`src/rtl/restoring_divider.sv`:
```
// Multi-cycle unsigned restoring divider: one quotient bit per cycle, MSB first.
// Optional macro DIVIDER_ZERO_DETECT_EN short-circuits divide-by-zero and raises div_zero.
module restoring_divider #(
  parameter int WIDTH = 8
) (
  input  logic             clk,
  input  logic             rst,
  input  logic             start,
  input  logic [WIDTH-1:0] dividend,
  input  logic [WIDTH-1:0] divisor,
  output logic             busy,
  output logic             done,
  output logic [WIDTH-1:0] quotient,
  output logic [WIDTH-1:0] remainder,
  output logic             div_zero
);

  localparam int CW = $clog2(WIDTH);

`ifdef DIVIDER_ZERO_DETECT_EN
  localparam logic ZERO_DETECT = 1'b1;
`else
  localparam logic ZERO_DETECT = 1'b0;
`endif

  typedef enum logic [1:0] {
    IDLE = 2'd0,
    CALC = 2'd1,
    DONE = 2'd2
  } state_e;

  state_e           state_q, state_d;
  logic [WIDTH-1:0] dvd_q, dvd_d;
  logic [WIDTH-1:0] dsr_q, dsr_d;
  logic [WIDTH-1:0] quo_q, quo_d;
  logic [WIDTH:0]   rem_q, rem_d;
  logic [CW-1:0]    cnt_q, cnt_d;
  logic [WIDTH-1:0] quotient_q, quotient_d;
  logic [WIDTH-1:0] remainder_q, remainder_d;
  logic             busy_q, busy_d;
  logic             done_q, done_d;
  logic             div_zero_q, div_zero_d;

  logic             accept_s;
  logic             zero_fast_s;
  logic             ge_s;
  logic [WIDTH:0]   rem_shift_s;
  logic [WIDTH:0]   rem_step_s;
  logic [WIDTH-1:0] quo_step_s;

  assign accept_s    = start && (state_q != CALC);
  assign zero_fast_s = ZERO_DETECT && (divisor == {WIDTH{1'b0}});

  // One restoring step: bring down the next dividend bit, subtract if it fits.
  assign rem_shift_s = (rem_q << 1) | {{WIDTH{1'b0}}, dvd_q[WIDTH-1]};
  assign ge_s        = (rem_shift_s >= {1'b0, dsr_q});
  assign rem_step_s  = ge_s ? (rem_shift_s - {1'b0, dsr_q}) : rem_shift_s;
  assign quo_step_s  = (quo_q << 1) | {{(WIDTH-1){1'b0}}, ge_s};

  // State register
  always_ff @(posedge clk or posedge rst) begin
    if (rst) begin
      state_q <= IDLE;
    end else begin
      state_q <= state_d;
    end
  end

  // Next-state logic
  always_comb begin
    state_d = state_q;
    case (state_q)
      IDLE, DONE: begin
        if (accept_s) begin
          state_d = zero_fast_s ? DONE : CALC;
        end else begin
          state_d = IDLE;
        end
      end
      CALC: begin
        if (cnt_q == {CW{1'b0}}) begin
          state_d = DONE;
        end else begin
          state_d = CALC;
        end
      end
      default: state_d = IDLE;
    endcase
  end

  // Datapath and output next values
  always_comb begin
    dvd_d       = dvd_q;
    dsr_d       = dsr_q;
    quo_d       = quo_q;
    rem_d       = rem_q;
    cnt_d       = cnt_q;
    quotient_d  = quotient_q;
    remainder_d = remainder_q;
    div_zero_d  = div_zero_q;
    busy_d      = (state_d == CALC);
    done_d      = (state_d == DONE);
    case (state_q)
      IDLE, DONE: begin
        if (accept_s) begin
          dvd_d      = dividend;
          dsr_d      = divisor;
          quo_d      = {WIDTH{1'b0}};
          rem_d      = {(WIDTH+1){1'b0}};
          cnt_d      = CW'(WIDTH-1);
          div_zero_d = zero_fast_s;
          if (zero_fast_s) begin
            quotient_d  = {WIDTH{1'b1}};
            remainder_d = dividend;
          end else begin
            quotient_d  = quotient_q;
            remainder_d = remainder_q;
          end
        end else begin
          dvd_d = dvd_q;
        end
      end
      CALC: begin
        dvd_d = dvd_q << 1;
        rem_d = rem_step_s;
        quo_d = quo_step_s;
        if (cnt_q == {CW{1'b0}}) begin
          quotient_d  = quo_step_s;
          remainder_d = rem_step_s[WIDTH-1:0];
        end else begin
          cnt_d = cnt_q - CW'(1);
        end
      end
      default: begin
        dvd_d = dvd_q;
      end
    endcase
  end

  // Datapath and registered outputs
  always_ff @(posedge clk or posedge rst) begin
    if (rst) begin
      dvd_q       <= {WIDTH{1'b0}};
      dsr_q       <= {WIDTH{1'b0}};
      quo_q       <= {WIDTH{1'b0}};
      rem_q       <= {(WIDTH+1){1'b0}};
      cnt_q       <= {CW{1'b0}};
      quotient_q  <= {WIDTH{1'b0}};
      remainder_q <= {WIDTH{1'b0}};
      busy_q      <= 1'b0;
      done_q      <= 1'b0;
      div_zero_q  <= 1'b0;
    end else begin
      dvd_q       <= dvd_d;
      dsr_q       <= dsr_d;
      quo_q       <= quo_d;
      rem_q       <= rem_d;
      cnt_q       <= cnt_d;
      quotient_q  <= quotient_d;
      remainder_q <= remainder_d;
      busy_q      <= busy_d;
      done_q      <= done_d;
      div_zero_q  <= div_zero_d;
    end
  end

  assign busy      = busy_q;
  assign done      = done_q;
  assign quotient  = quotient_q;
  assign remainder = remainder_q;
  assign div_zero  = div_zero_q;

endmodule

```
`config.mk`:
```
export PLATFORM = sky130hd
export DESIGN_NAME = restoring_divider
export DESIGN_NICKNAME = d
export VERILOG_FILES = /design/src/rtl/restoring_divider.sv
export SDC_FILE = /design/constraint.sdc
export NUM_CORES = 1
export LEC_CHECK = 0
export CELL_PAD_IN_SITES_DETAIL_PLACEMENT = 2
export CELL_PAD_IN_SITES_GLOBAL_PLACEMENT = 2
export CORE_MARGIN = 2
export CORE_UTILIZATION = 30
export DETAILED_ROUTE_END_ITERATION = 10
export GPL_TIMING_DRIVEN = 0
export PLACE_DENSITY = 0.75
export SYNTH_ARGS = -nofsm -noshare
export SYNTH_HDL_FRONTEND = slang
export SYNTH_SLANG_ARGS = --single-unit
export TNS_END_PERCENT = 100
```
`constraint.sdc`:
```
create_clock -name clk -period 5.4 [get_ports clk]
set_clock_uncertainty 0.15 [all_clocks]
set_input_delay 0.54 -clock clk [delete_from_list [all_inputs] [get_ports clk]]
set_output_delay 0.54 -clock clk [all_outputs]
set_load 0.005 [all_outputs]
```
== Yosys cells after proc, flatten, opt, wreduce, memory -nomap -nowiden ==
Index checks and enable logic that the tools add are counted.

* Bits in latches: 0
* Register bits after elaboration: 54
* Output and inout bits: 19
* Word-level logic and storage cells: 44
* Memories: 0
* Bits in writable memories: 0
* Memory bits (read-only): 0

* Eq/ne operators: 7
* Reduce and logical (&&, ||, !) cells: 9
* Add/subtract/negate cells: 2
* Multiplexer cells: 13
* $lt $le $gt $ge: 1
* Divide/modulo/power cells: 0
* Bitwise operators: 2
* Shifts and indexed selects: 0
* Multipliers: 0

{| class="wikitable"
|+ Operators with widths
! cell !! count
|-
| 8-bit case mux with 2 select lines || 2
|-
| 8-bit two-way mux || 3
|-
| 7-bit case mux with 2 select lines || 1
|-
| 9-bit by 8-bit >= comparator with 1-bit output || 1
|-
| 9-bit by 1-bit bitwise OR with 9-bit output || 1
|-
| 8-bit by 1-bit bitwise OR with 8-bit output || 1
|-
| 8-bit subtractor || 1
|-
| 7-bit two-way mux || 1
|-
| 3-bit two-way mux || 2
|-
| 3-bit case mux with 2 select lines || 1
|-
| 2-bit AND reduction || 3
|-
| 2-bit by 1-bit == test with 1-bit output, second input constant || 2
|-
| 2-bit == test, second input constant || 2
|-
| 2-bit != test, second input constant || 2
|-
| 2-bit case mux with 2 select lines || 1
|-
| 3-bit zero test || 1
|-
| 3-bit AND reduction || 1
|-
| 3-bit by 1-bit subtractor with 3-bit output, second input constant || 1
|-
| 2-bit zero test || 1
|-
| 2-bit two-way mux || 1
|-
| 2-bit by 1-bit != test with 1-bit output, second input constant || 1
|-
| 2-bit nonzero test || 1
|-
| 2-bit OR reduction || 1
|-
| 1-bit logical AND || 1
|-
| 1-bit two-way mux || 1
|}

== Logic depth before layout (Yosys ltp) ==
Gate-level depths: netlist of the first run.

* Depth in word-level cells: 5
* Gate-level depth with buffers: 9

== Worst setup path after synthesis of the first run ==
Ideal clock, no wire load.

* Kind: register to register
* Start point: register dvd_q[7]
* End point: register rem_q[6]
* Data arrival time: 1.790 ns
* Setup time: 0.131 ns
* Period minus slack after synthesis: 2.072 ns
* Buffers on the path: 0
* Data required time: 5.119 ns
* Path slack: 3.328 ns
* Stages on the path, launching flop included: 10
* Cells stage by stage: dfrtp_1 inv_1 ha_1 inv_1 fa_1 a211oi_1 or4b_1 o2111ai_1 mux2i_1 o21ai_1

* Cells in the longest elaborated chain, start to end: 4

{| class="wikitable"
|+ Ends and longest elaborated chain
! element !! RTL line !! source
|-
| from (decl) || 33 || <nowiki>logic [WIDTH-1:0] dvd_q, dvd_d;</nowiki>
|-
| from (signal assigned) || 143 || <nowiki>dvd_q <= {WIDTH{1'b0}};</nowiki>
|-
| from (signal assigned) || 154 || <nowiki>dvd_q <= dvd_d;</nowiki>
|-
| 9-bit by 1-bit bitwise OR with 9-bit output * || 55 || <nowiki>assign rem_shift_s = (rem_q << 1) | {{WIDTH{1'b0}}, dvd_q[WIDTH-1]};</nowiki>
|-
| 8-bit subtractor or 9-bit by 8-bit >= comparator with 1-bit output (tied branches) || 57, 56 ||
|-
| 8-bit two-way mux * || 57 || <nowiki>assign rem_step_s = ge_s ? (rem_shift_s - {1'b0, dsr_q}) : rem_shift_s;</nowiki>
|-
| 8-bit case mux with 2 select lines * || 103 || <nowiki>case (state_q)</nowiki>
|-
| to (signal assigned) || 146 || <nowiki>rem_q <= {(WIDTH+1){1'b0}};</nowiki>
|-
| to (signal assigned) || 157 || <nowiki>rem_q <= rem_d;</nowiki>
|-
| to (decl) || 36 || <nowiki>logic [WIDTH:0] rem_q, rem_d;</nowiki>
|}

Mark *: on every way between the ends. The rest lies on a longest branch, timed or not.
A chain may end at the register's enable or synchronous reset.

== Worst setup path in the final report of the first run ==
Ends and elaborated chain as after synthesis.

==> run summary, run 1 <==
Status = finished, final reports clean
Yosys top cell area share = 0.5276
Final nets = 342
Max transition margin = 0.6161
Top-count cell post-synth = nand2_1
Vias = 2044
Critical Path RT = 5.44 ns
Setup-failing EPs final = 0
Post-synth top area cell = dfrtp_1
CTS root buffer = clkbuf_8
Switching power total = 962.1 uW
GR Overflow Total = 0
Chip height = 96.40 um
Area contributors post-synth = dfrtp_1 (53%), nand2_1 (10%), ha_1 (4.9%)
Leakage = 0.001492 uW
Syn Area/Cell = 9.557 um2
Distinct cell type count after synthesis = 39
Worst setup path category = flip-flop to flip-flop
Data arrival, critical path = 2.53 ns
Slew Limit Fails = 0
CTS Sinks = 54
# port buffers = 36
Ports = 38
Final RePlAce weighted congestion = 0.8167
Layout fillers = 916
Layout cell share with drive strength beyond 1 = 0.05431
Initial DRC count = 42
All-layer global routing usage = 0.1530
Via density = 4.890
Seq cells post-synth = 54
Final TNS setup = 0 ns
Wire length of the first global-routing pass = 10.79 mm
Vias in the first global route = 2155
Final min period = 2.494 ns
Number of inserted diodes = 0
Synth Cell Area = 2561 um2
Part of the Yosys area used for sequential elements = 0.5276
TritonCTS clock tree = yes
CTS buffer count = 5
Drt first pass iters = 4
Kind of end point of the critical path = flip-flop
P_int = 1213 uW
Setup ws final = 2.906 ns
Final hold vios = 0
Highest clock rate = 400.9 MHz
Die area = 9292 um2
Part of the cycle the worst path needs = 0.4619
Cts repair resizes = 0
VDD IR max = 0.1760 mV
Antenna violations before repair = 0
Antenna-violating nets left = 0
CP max FO = 3
Hold Crit Class = flip-flop to flip-flop
Core area = 8258 um2
Number of H-tree levels = 2
Largest net degree at the start of global routing = 35
Commonest cells in the netlist = nand2_1 (69), dfrtp_1 (54), inv_1 (19), o21ai_0 (14), o21ai_1 (12)
Layout area overhead = 23.79%
Clock Latency Late Sink = 0.33 ns
Dominant synthesized flop cell = dfrtp_1
Minimum setup slack after placement = 2.850 ns
Syn Nets = 298
Clk slew on worst S/H paths = 0.11 ns
Worst setup SP type = flip-flop
Drt wl/cell = 15.33 um
Initial Util = 0.3102
Clk pwr share = 0.114
DIE WIDTH = 96.40 um
Post-CTS Setup Repair Bufs = 0
Hold buffers post-CTS = 0
Combinational share of power = 0.566
Cells after Synth = 268
Row cnt = 33
Final HPWL DP = 4.930 mm
Pwr dens = 686.1 nW/um2
Number of flops mapped to enable cells by yosys = 0
Clock buffer depth = 2
Sw frac = 0.4422
Worst slew pin tran = 0.5758 ns
MaxCap Viol Count = 0
RSZ-0062 raised after global routing = no
Drt drc = 0
Total wire length = 6.409 mm
Async SR Flop Fraction = 1.000
YS warnings = 0
Sequential share of power = 0.320
==> area by class of cell <==
type / count / area [um2] / area share
flip-flops and latches: 54 / 1351 / 0.4262
multi-input cells: 181 / 1071 / 0.3378
clock buffers: 5 / 68.82 / 0.02170
repair buffers: 37 / 380.4 / 0.1200
inverters: 19 / 71.32 / 0.02249
well taps: 105 / 131.4 / 0.04144
plain buffers: 14 / 67.56 / 0.02131
clock inverters: 3 / 28.78 / 0.009077
==> layout by cell type (no fill, tap or decap), drive strengths merged, types with 3 or more instances in the layout <==
master          n
inv            20
mux2i           7
nor2b           3
nor3            4
ha             10
a22o            8
nor2           10
o21ai          26
clkdlybuf4s50  36
a22oi           6
a21oi           7
nand2          69
clkbuf         13
buf             7
nand2b          4
dfrtp          54
==> power groups by stage <==
stage          clock (uW)  sequential, uW  combinational, uW
2_1_floorplan           0             680                838
3_3_place_gp            0             698               1190
3_5_place_dp            0             707               1250
4_1_cts               257             700               1260
5_1_grt               267             725               1410
6_report              248             695               1230
==> state kept, by name (all words and copies together), names as in the netlist <==
signal     cells
busy           1
cnt_q          3
done           1
dsr_q          8
dvd_q          8
quo_q          7
quotient       8
rem_q          8
remainder      8
state_q        2
==> critical path, cell delays in order, from the launching register on <==
cell,delay (ns)
dfrtp_1,0.38
inv_1,0.09
ha_1,0.21
inv_1,0.07
fa_1,0.41
a211oi_1,0.38
or4b_1,0.18
o2111ai_1,0.17
mux2i_1,0.24
o21ai_1,0.10
==> per-layer routing <==
metal | vias up | track usage | part of all wire
met3 | 7 | 0.02638 | 0.028
met5 | - | 0 | 0
li1 | 991 | - | -
met2 | 37 | 0.2454 | 0.47
met4 | 0 | 0.03873 | 0.012
met1 | 1009 | 0.2156 | 0.49
==> final timing paths <==
path,startpoint,endpoint,slack [ns],cells after the start
min in group asynchronous,rst,rem_q[1]$_DFFE_PP0P_,0.38,2
max,dvd_q[7]$_DFFE_PP0P_,rem_q[6]$_DFFE_PP0P_,2.91,9
min reg2reg,dvd_q[6]$_DFFE_PP0P_,dvd_q[6]$_DFFE_PP0P_,0.34,2
min,dvd_q[6]$_DFFE_PP0P_,dvd_q[6]$_DFFE_PP0P_,0.34,2
max reg2reg,dvd_q[7]$_DFFE_PP0P_,rem_q[6]$_DFFE_PP0P_,2.91,9
max in group asynchronous,rst,rem_q[5]$_DFFE_PP0P_,4.17,3
==> cells by family (layout without fill, tap and decap cells) <==
kind of cell | count (synthesis) | after routing | synth area share
AND/OR/NAND/NOR | 96 | 96 | 0.1578
AO/OA/AOI/OAI | 62 | 62 | 0.1602
flip-flops | 54 | 54 | 0.5276
buffers and inverters | 33 | 78 | 0.05422
adder cells (fa/ha/maj) | 11 | 11 | 0.05667
multiplexers | 8 | 8 | 0.03175
XOR/XNOR | 3 | 3 | 0.01026
other | 1 | 1 | 0.001464
==> per-stage QoR <==
step	instances	total power, uW	hold WS, ns	area (um2)	utilization
finish	418	2175	0.3382	3171	0.3839
global route	418	2401	0.3720	3171	0.3839
CTS	418	2215	0.3450	3171	0.3839
detailed placement	410	1960	0.3173	3073	0.3721
global placement	409	1886	0.3088	3053	0.3697
floorplan	268	1519	0.2896	2561	-
Power figures use the tool's default switching activity.
==> run 2, diff against run 1 <==
==> constraint.sdc (replaced) <==
create_clock -name clk -period 2.5 [get_ports clk]
set_clock_uncertainty 0.15 [all_clocks]
set_input_delay 0.25 -clock clk [delete_from_list [all_inputs] [get_ports clk]]
set_output_delay 0.25 -clock clk [all_outputs]
set_load 0.005 [all_outputs]
==> run 2 against run 1 <==
Against the previous run:
- global-route usage is the same
- sequential share of layout area shrank 0.22 points
- design area grew 0.51%
- maximum frequency grew 6.0%
- register-to-register slack lost 2.8 ns
- combinational power grew 120%
- critical endpoint is now rem_q[2]$_DFFE_PP0P_
==> run summary, run 2 (synthesis results as in run 1) <==
Status = finished, final reports clean
CTS buffer count = 5 (unchanged)
Number of inserted diodes = 0 (unchanged)
All-layer global routing usage = 0.1530 (unchanged)
Chip height = 96.40 um (unchanged)
Vias in the first global route = 2155 (unchanged)
VDD IR max = 0.3865 mV (+120%)
Via density = 4.895 (about the same)
Setup-failing EPs final = 0 (unchanged)
Pwr Total = 4744 uW (+120%)
Largest net degree at the start of global routing = 35 (unchanged)
Layout cell share with drive strength beyond 1 = 0.06709 (+0.01278)
# port buffers = 36 (unchanged)
Ports = 38 (unchanged)
Worst slew pin tran = 0.5685 ns (-0.007322 ns)
Max stage delay on crit path = 0.43 ns (+0.02 ns)
Total wire length = 6.405 mm (about the same)
FF-to-FF End = rem_q[2]$_DFFE_PP0P_
Clk slew on worst S/H paths = 0.12 ns (about the same)
Hold buffers post-CTS = 0 (unchanged)
Commonest cells after routing, fill and taps aside = nand2_1 (69), dfrtp_1 (54), clkdlybuf4s50_1 (36)
DIE WIDTH = 96.40 um (unchanged)
Highest clock rate = 424.9 MHz (+6.0%)
Initial DRC count = 44 (+4.8%)
Worst path depth = 7 (-2)
Drt drc = 0 (unchanged)
Critical Path RT = 2.54 ns (-2.90 ns)
CTS root buffer = clkbuf_8
Hold Crit Class = input pin to asynchronous set/reset pin
Slew Limit Fails = 0 (unchanged)
Die area = 9292 um2 (unchanged)
Layout area overhead = 24.43%
Worst-case reg-to-reg path depth = 7 (-2)
Cells along the critical path = ha_1 > buf_2 > nand3_1 > o31ai_2 > buf_6 > mux2i_1 > o21ai_1
Antenna violations before repair = 0 (unchanged)
Termination of the worst setup path = rem_q[2]$_DFFE_PP0P_
Family with the most delay on the worst path = compound AO/OA/AOI/OAI gates
MaxCap Viol Count = 0 (unchanged)
Slowest CP cell = dfrtp_1
Final min period = 2.354 ns (-0.1408 ns)
Pwr dens = 1489 nW/um2 (+120%)
CTS Sinks = 54 (unchanged)
Leakage = 0.001494 uW (about the same)
Part of the cycle the worst path needs = 0.9414 (+0.4795)
Drt first pass iters = 4 (unchanged)
Drt wl/cell = 15.32 um (about the same)
Core area = 8258 um2 (unchanged)
Max transition margin = 0.6210 (+0.004881)
CP max FO = 10 (+7)
Data arrival, critical path = 2.39 ns (-0.14 ns)
Commonest non-fill, non-tap cell in the layout = nand2_1
Clock buffer depth = 2 (unchanged)
WHS = 0.09106 ns (-0.2471 ns)
GR Overflow Total = 0 (unchanged)
Final hold vios = 0 (unchanged)
Number of H-tree levels = 2 (unchanged)
Crit. Startpoint = rem_q[4]$_DFFE_PP0P_
Kind of end point of the critical path = flip-flop
Vias = 2046 (+0.098%)
Row cnt = 33 (unchanged)
Wire length of the first global-routing pass = 10.79 mm (unchanged)
Final HPWL DP = 4.930 mm (unchanged)
Antenna-violating nets left = 0 (unchanged)
Initial Util = 0.3102 (unchanged)
Clock Latency Late Sink = 0.33 ns (about the same)
Worst setup path category = flip-flop to flip-flop
Reg-to-reg critical path startpoint = rem_q[4]$_DFFE_PP0P_
CP bufs+invs = 2 (unchanged)
Worst R2R Setup Slack = 0.15 ns (-2.76 ns)
Final TNS setup = 0 ns (unchanged)
Worst setup SP type = flip-flop
TritonCTS clock tree = yes
RSZ-0062 raised after global routing = yes
Final nets = 342 (unchanged)
Final RePlAce weighted congestion = 0.8167 (unchanged)
-- run 2: cell counts in the layout (fill, tap and decap cells not counted) --
No cell type changed its count.
-- run 2: how the worst min path moves through the flow --
stage,cells after the start,end,start
3_3_place_gp,1,cnt_q[0]$_DFFE_PP0P_,cnt_q[0]$_DFFE_PP0P_
5_1_grt,2,rem_q[1]$_DFFE_PP0P_,rst
2_1_floorplan,2,dsr_q[0]$_DFFE_PP0P_,divisor[0]
6_report,2,rem_q[1]$_DFFE_PP0P_,rst
4_1_cts,2,rem_q[1]$_DFFE_PP0P_,rst
3_5_place_dp,2,dvd_q[6]$_DFFE_PP0P_,dvd_q[6]$_DFFE_PP0P_
-- run 2: final cells by class --
class | count | area (um2)
tap | 105 | 131.4
inverter | 19 | 71.32
multi-input combinational | 181 | 1087
fill | 910 | 5071
clock buffer | 5 | 68.82
timing repair buffer | 37 | 380.4
buffer | 14 | 67.56
sequential | 54 | 1351
clock inverter | 3 | 28.78
-- run 2: repair_timing --
action | CTS | global route
endpoints found under the setup margin | 1 | 4
setup buffers | 0 | 0
resized for setup | 1 | 3
hold endpoints to repair | 0 | 0
pin swaps | 0 | 2
-- run 2: through the flow --
step / cell area (um2) / cells / setup slack [ns] / util
after floorplan: 2561 / 268 / 0.4284 / -
after global placement: 3053 / 409 / -0.3084 / 0.3697
after detailed placement: 3073 / 410 / -0.004647 / 0.3721
after CTS: 3176 / 418 / 0.09448 / 0.3845
after global routing: 3187 / 418 / -0.01247 / 0.3859
final: 3187 / 418 / 0.1464 / 0.3859
-- run 2: per-layer routing --
metal,GRT usage,vias up,share of wire
li1,-,990,-
met1,0.2156,1014,0.49
met2,0.2454,35,0.47
met3,0.02638,7,0.028
met4,0.03873,0,0.012
met5,0,-,0
-- run 2: power by group --
group | switching, uW | leakage (uW) | total [uW] | internal, uW
Combinational | 1540 | 0.000768 | 2710 | 1170
Sequential | 232 | 0.000676 | 1500 | 1270
Clock | 327 | 0.0000502 | 536 | 209
-- run 2: worst reg2reg max path: cells and delay by family, from the launching register on --
family	cells	cell delay [ns]
buf+inv	2	0.41
flops	1	0.43
fa+ha+maj	1	0.28
simple gates	1	0.15
mux	1	0.31
compound gates	2	0.49
==> edit 1 (settings of run 2) <==
The output `busy` loses its register stage (`busy_q` becomes a continuous assignment).
--- a/src/rtl/restoring_divider.sv
+++ b/src/rtl/restoring_divider.sv
@@ -149,3 +149,2 @@
       remainder_q <= {WIDTH{1'b0}};
-      busy_q      <= 1'b0;
       done_q      <= 1'b0;
@@ -160,3 +159,2 @@
       remainder_q <= remainder_d;
-      busy_q      <= busy_d;
       done_q      <= done_d;
@@ -165,2 +163,4 @@
   end
+
+  assign busy_q = busy_d;
 
Function: changed (a bounded check fails within 4 cycles, from zero or initial values and one cycle with rst high).
==> edit 1 against run 2 <==
Count of clock-buffer cells in the layout grew 1; area after synthesis shrank 0.98%; final cell count down 0.24%; sequential cell count is 1 lower; critical path depth did not move; largest cell class unchanged; final area is 1.2% lower; routed wire length increased by 2.6%; largest power group unchanged; worst setup slack gained 0.0057 ns; worst hold slack better by 0.074 ns; total power fell by 1.6%; combinational power fell by 2%.
==> edit 1: results (changes against run 2) <==
* R2r endpoint: rem_q[4]$_DFFE_PP0P_
* VDD IR max at 0.443 mV (+15%)
* Synth Area in Compound Gates at 0.162 (+0.00158)
* Post-synthesis sequential area ratio at 0.523 (-0.00466)
* Worst-skew pair later-pin latency at 0.31 ns (-0.02 ns)
* Area contributors post-synth: dfrtp_1, nand2_1, ha_1
* Status: complete, no violations
* Area after DPL at 3050 um2 (-0.81%)
* Average wire per standard cell at 15.8 um (+2.8%)
* Layout cells sized above 1 at 0.0577 (-0.00940)
* Most frequent cells after synthesis: nand2_1, dfrtp_1, inv_1, o21ai_0, o21ai_1
* Via/cell ratio at 4.93 (+0.63%)
* Final std cells w/o fill at 417 (-0.24%)
* Multi-input logic area at 1080 um2 (-1.0%)
* GRT Total Usage at 0.159 (+0.00549)
* Synth Instances at 267 (-0.37%)
* Worst hold slack at 0.165 ns (+0.0735 ns)
* Maximum clock rate at 0.426 GHz (+0.24%)
* First-pass GRT wire length at 11.2 mm (+3.5%)
* Largest net degree at the start of global routing at 29 (-17%)
* Initial DRC count at 80 (+82%)
* Net Count, Synth at 297 (-0.34%)
* Slew HR at 0.586 (-0.0351)
* Hpwl dp at 4.94 mm (+0.23%)
* Synth Area in XOR/XNOR at 0.0104 (+0.000101)
* Synth Area in Adders at 0.0572 (+0.000559)
* Leak pwr at 1.48 nW (-0.66%)
* Gpl congestion at 0.764 (-6.4%)
* Net count, final at 341 (-0.29%)
edit 1: cell types whose count changed after synthesis:
cell / change
dfrtp_1: -1
edit 1: kinds of logic after synthesis:
group                    Yosys count
AO/OA/AOI/OAI                     62
XOR/XNOR                           3
adder cells (fa/ha/maj)           11
buffers and inverters             33
flip-flops                        53
multiplexers                       8
other                              1
AND/OR/NAND/NOR                   96
edit 1: routing by layer:
metal | wire length [um] | track usage | part of all wire | vias to the layer above
met4 | 61 | 0.0393 | 0.0093 | 0
met1 | 3030 | 0.204 | 0.46 | 1040
li1 | - | - | - | 987
met2 | 3360 | 0.278 | 0.51 | 22
met5 | 0 | 0 | 0 | -
met3 | 123 | 0.0258 | 0.019 | 5
edit 1: area by class of cell:
| class | instances | share of cell area |
|---|---|---|
| Tap cell | 105 | 0.0417 |
| Sequential cell | 53 | 0.421 |
| Inverter | 19 | 0.0226 |
| Clock inverter | 2 | 0.00437 |
| Buffer | 14 | 0.0215 |
| Clock buffer | 6 | 0.0262 |
| Timing Repair Buffer | 37 | 0.121 |
| Multi-Input combinational cell | 181 | 0.342 |
edit 1: timing repair:
item                                    4_1_cts  5_1_grt
buffers inserted                              0        0
endpoints found under the setup margin        0        5
resized for setup                             0        2
edit 1: how the worst max path moves through the flow:
stage | end | cells past startpoint
2_1_floorplan | rem_q[6]$_DFFE_PP0P_ | 9
5_1_grt | rem_q[6]$_DFFE_PP0P_ | 9
4_1_cts | rem_q[6]$_DFFE_PP0P_ | 9
6_report | rem_q[4]$_DFFE_PP0P_ | 7
3_5_place_dp | rem_q[6]$_DFFE_PP0P_ | 9
3_3_place_gp | dsr_q[5]$_DFFE_PP0P_ | 2
edit 1: report_power, final:
group | total (mW) | internal (mW) | leakage, nW | switching [mW]
combinational | 2.66 | 1.15 | 0.768 | 1.51
sequential | 1.48 | 1.25 | 0.665 | 0.231
clock | 0.524 | 0.225 | 0.0512 | 0.299
==> edit 2 (config.mk and constraints of run 2) <==
Made on the original files. Set the parameter `WIDTH` to 16 (it was 8).
--- a/src/rtl/restoring_divider.sv
+++ b/src/rtl/restoring_divider.sv
@@ -3,3 +3,3 @@
 module restoring_divider #(
-  parameter int WIDTH = 8
+  parameter int WIDTH = 16
 ) (
Interface: changed (resized dividend, divisor, quotient and remainder); port bits go from 38 to 70. The function was not compared with the original's and may differ.
==> edit 2 against run 2 <==
The flow now finishes with violations (setup timing); routed wire length rose by 150%; critical endpoint is now remainder[14]$_DFFE_PP0P_; sequential cell count rose by 49; area after synthesis rose by 91%; first-iteration DRC count rose to 3.8 times the old value; worst setup slack got worse by 0.48 ns; non-clock buffer count rose by 68; highest routed layer unchanged; final area rose by 120%; critical path type unchanged; die area rose by 87%.
Power is left out: the tool's default activity adds up to more than one toggle a clock period on the data nets, which glitch-free logic cannot reach.
==> edit 2: results (changes against run 2) <==
* Data buffer area share at 0.163 (+0.0223)
* DR vias at 4095 (+100%)
* FILL cells at 1674 (+84%)
* First-pass detailed-route iteration total at 6 (+2)
* Gpl congestion at 0.787 (-3.7%)
* Met3 wire len at 541 um (+200%)
* Worst r2r path cells at 10 (+3)
* H-tree depth at 3 (+1)
* Met2 WL at 8.20 mm (+170%)
* Hold WC Path Type: primary input to async pin
* Netlist cell types at 52 (+33%)
* GR Layer Usage met1 at 0.224 (+0.00854)
* Met2 Resource Use GR at 0.315 (+0.0699)
* Root Buffer: clkbuf_16
* Net count, final at 663 (+94%)
* Clock transition at path regs at 0.08 ns (-0.04 ns)
* Failing checks: setup timing
* Most frequent cells after synthesis: nand2_1, dfrtp_1, o21ai_0, inv_1, ha_1
* Worst setup margin at -0.330 ns (-0.476 ns)
* Synthesis-stage register bit count at 103 (+91%)
* Worst hold slack at 0.121 ns (+0.0302 ns)
* GRT Total Usage at 0.181 (+0.0281)
* Non-clock buffers at 119 (+130%)
* M3 GR Usage at 0.0417 (+0.0153)
* Pre-CTS setup slack at -0.412 ns (-0.407 ns)
* Hpwl dp at 10.7 mm (+120%)
* Met1 wire length at 6.86 mm (+120%)
* Actual slew at the worst max-slew pin at 0.757 ns (+0.189 ns)
* Synth Area per Inst at 9.71 um2 (+1.6%)
* Sequential fraction of total cell area at 0.376 (-0.0483)
* Worst setup startpoint: dvd_q[15]$_DFFE_PP0P_
* Multi-input logic area at 2530 um2 (+130%)
* Setup tns final at -3.12 ns (-3.12 ns)
* Net Count, Synth at 557 (+87%)
* Worst-path fanout max at 3 (-7)
* First-pass GRT wire length at 24.6 mm (+130%)
* Number of buffers added on ports at 68 (+89%)
* Placed insts at 791 (+93%)
* Status: finished with violations
* Register area at 2580 um2 (+91%)
* Average wire per standard cell at 19.0 um (+24%)
* Worst-skew pair later-pin latency at 0.36 ns (+0.03 ns)
* R2r endpoint: remainder[14]$_DFFE_PP0P_
* CLK BUF at 9 (+4)
* CP max stage cell: a2111oi_4
* Initial DRC count at 168 (+280%)
* Area contributors post-synth: dfrtp_1, nand2_1, o21ai_0
* Highest cell delay on the worst timing path at 0.40 ns (-0.03 ns)
* Non-Clock Inverter Count at 23 (+4)
* Multi-input comb cells at 354 (+96%)
* Largest net degree at the start of global routing at 35 (unchanged)
* Post-synthesis sequential area ratio at 0.527 (-0.000747)
* Layout cells sized above 1 at 0.190 (+0.123)
* Ant diodes at 0 (unchanged)
* Final setup violation count at 30 (+30)
* Vias in the first global route at 4553 (+110%)
* Via/cell ratio at 4.93 (+0.68%)
* Clock network share of area at 0.0406 (+0.0100)
==> edit 2: changes by cell type after synthesis, moves of 6 or more <==
cell,delta
ha_1,+7
o21ai_0,+41
a22oi_1,+8
nand2_1,+69
mux2i_1,+6
xnor2_1,+7
o21ai_1,-12
a21oi_1,+8
dfrtp_1,+49
nor2_1,+6
a22o_1,+8
clkbuf_1,+7
==> edit 2: what timing repair did <==
action                     CTS  global route
hold endpoints to repair     0             0
pin swaps                    6            15
gates resized for setup     30            93
setup endpoints to repair   34            41
setup buffers                8            19
==> edit 2: logic make-up after synthesis <==
family / count (synthesis) / share of synthesized area
AND/OR/NAND/NOR: 180 / 0.153
AO/OA/AOI/OAI: 126 / 0.169
flip-flops: 103 / 0.527
buffers and inverters: 47 / 0.0455
adder cells (fa/ha/maj): 18 / 0.0476
multiplexers: 16 / 0.0335
XOR/XNOR: 13 / 0.0233
other: 1 / 0.000767
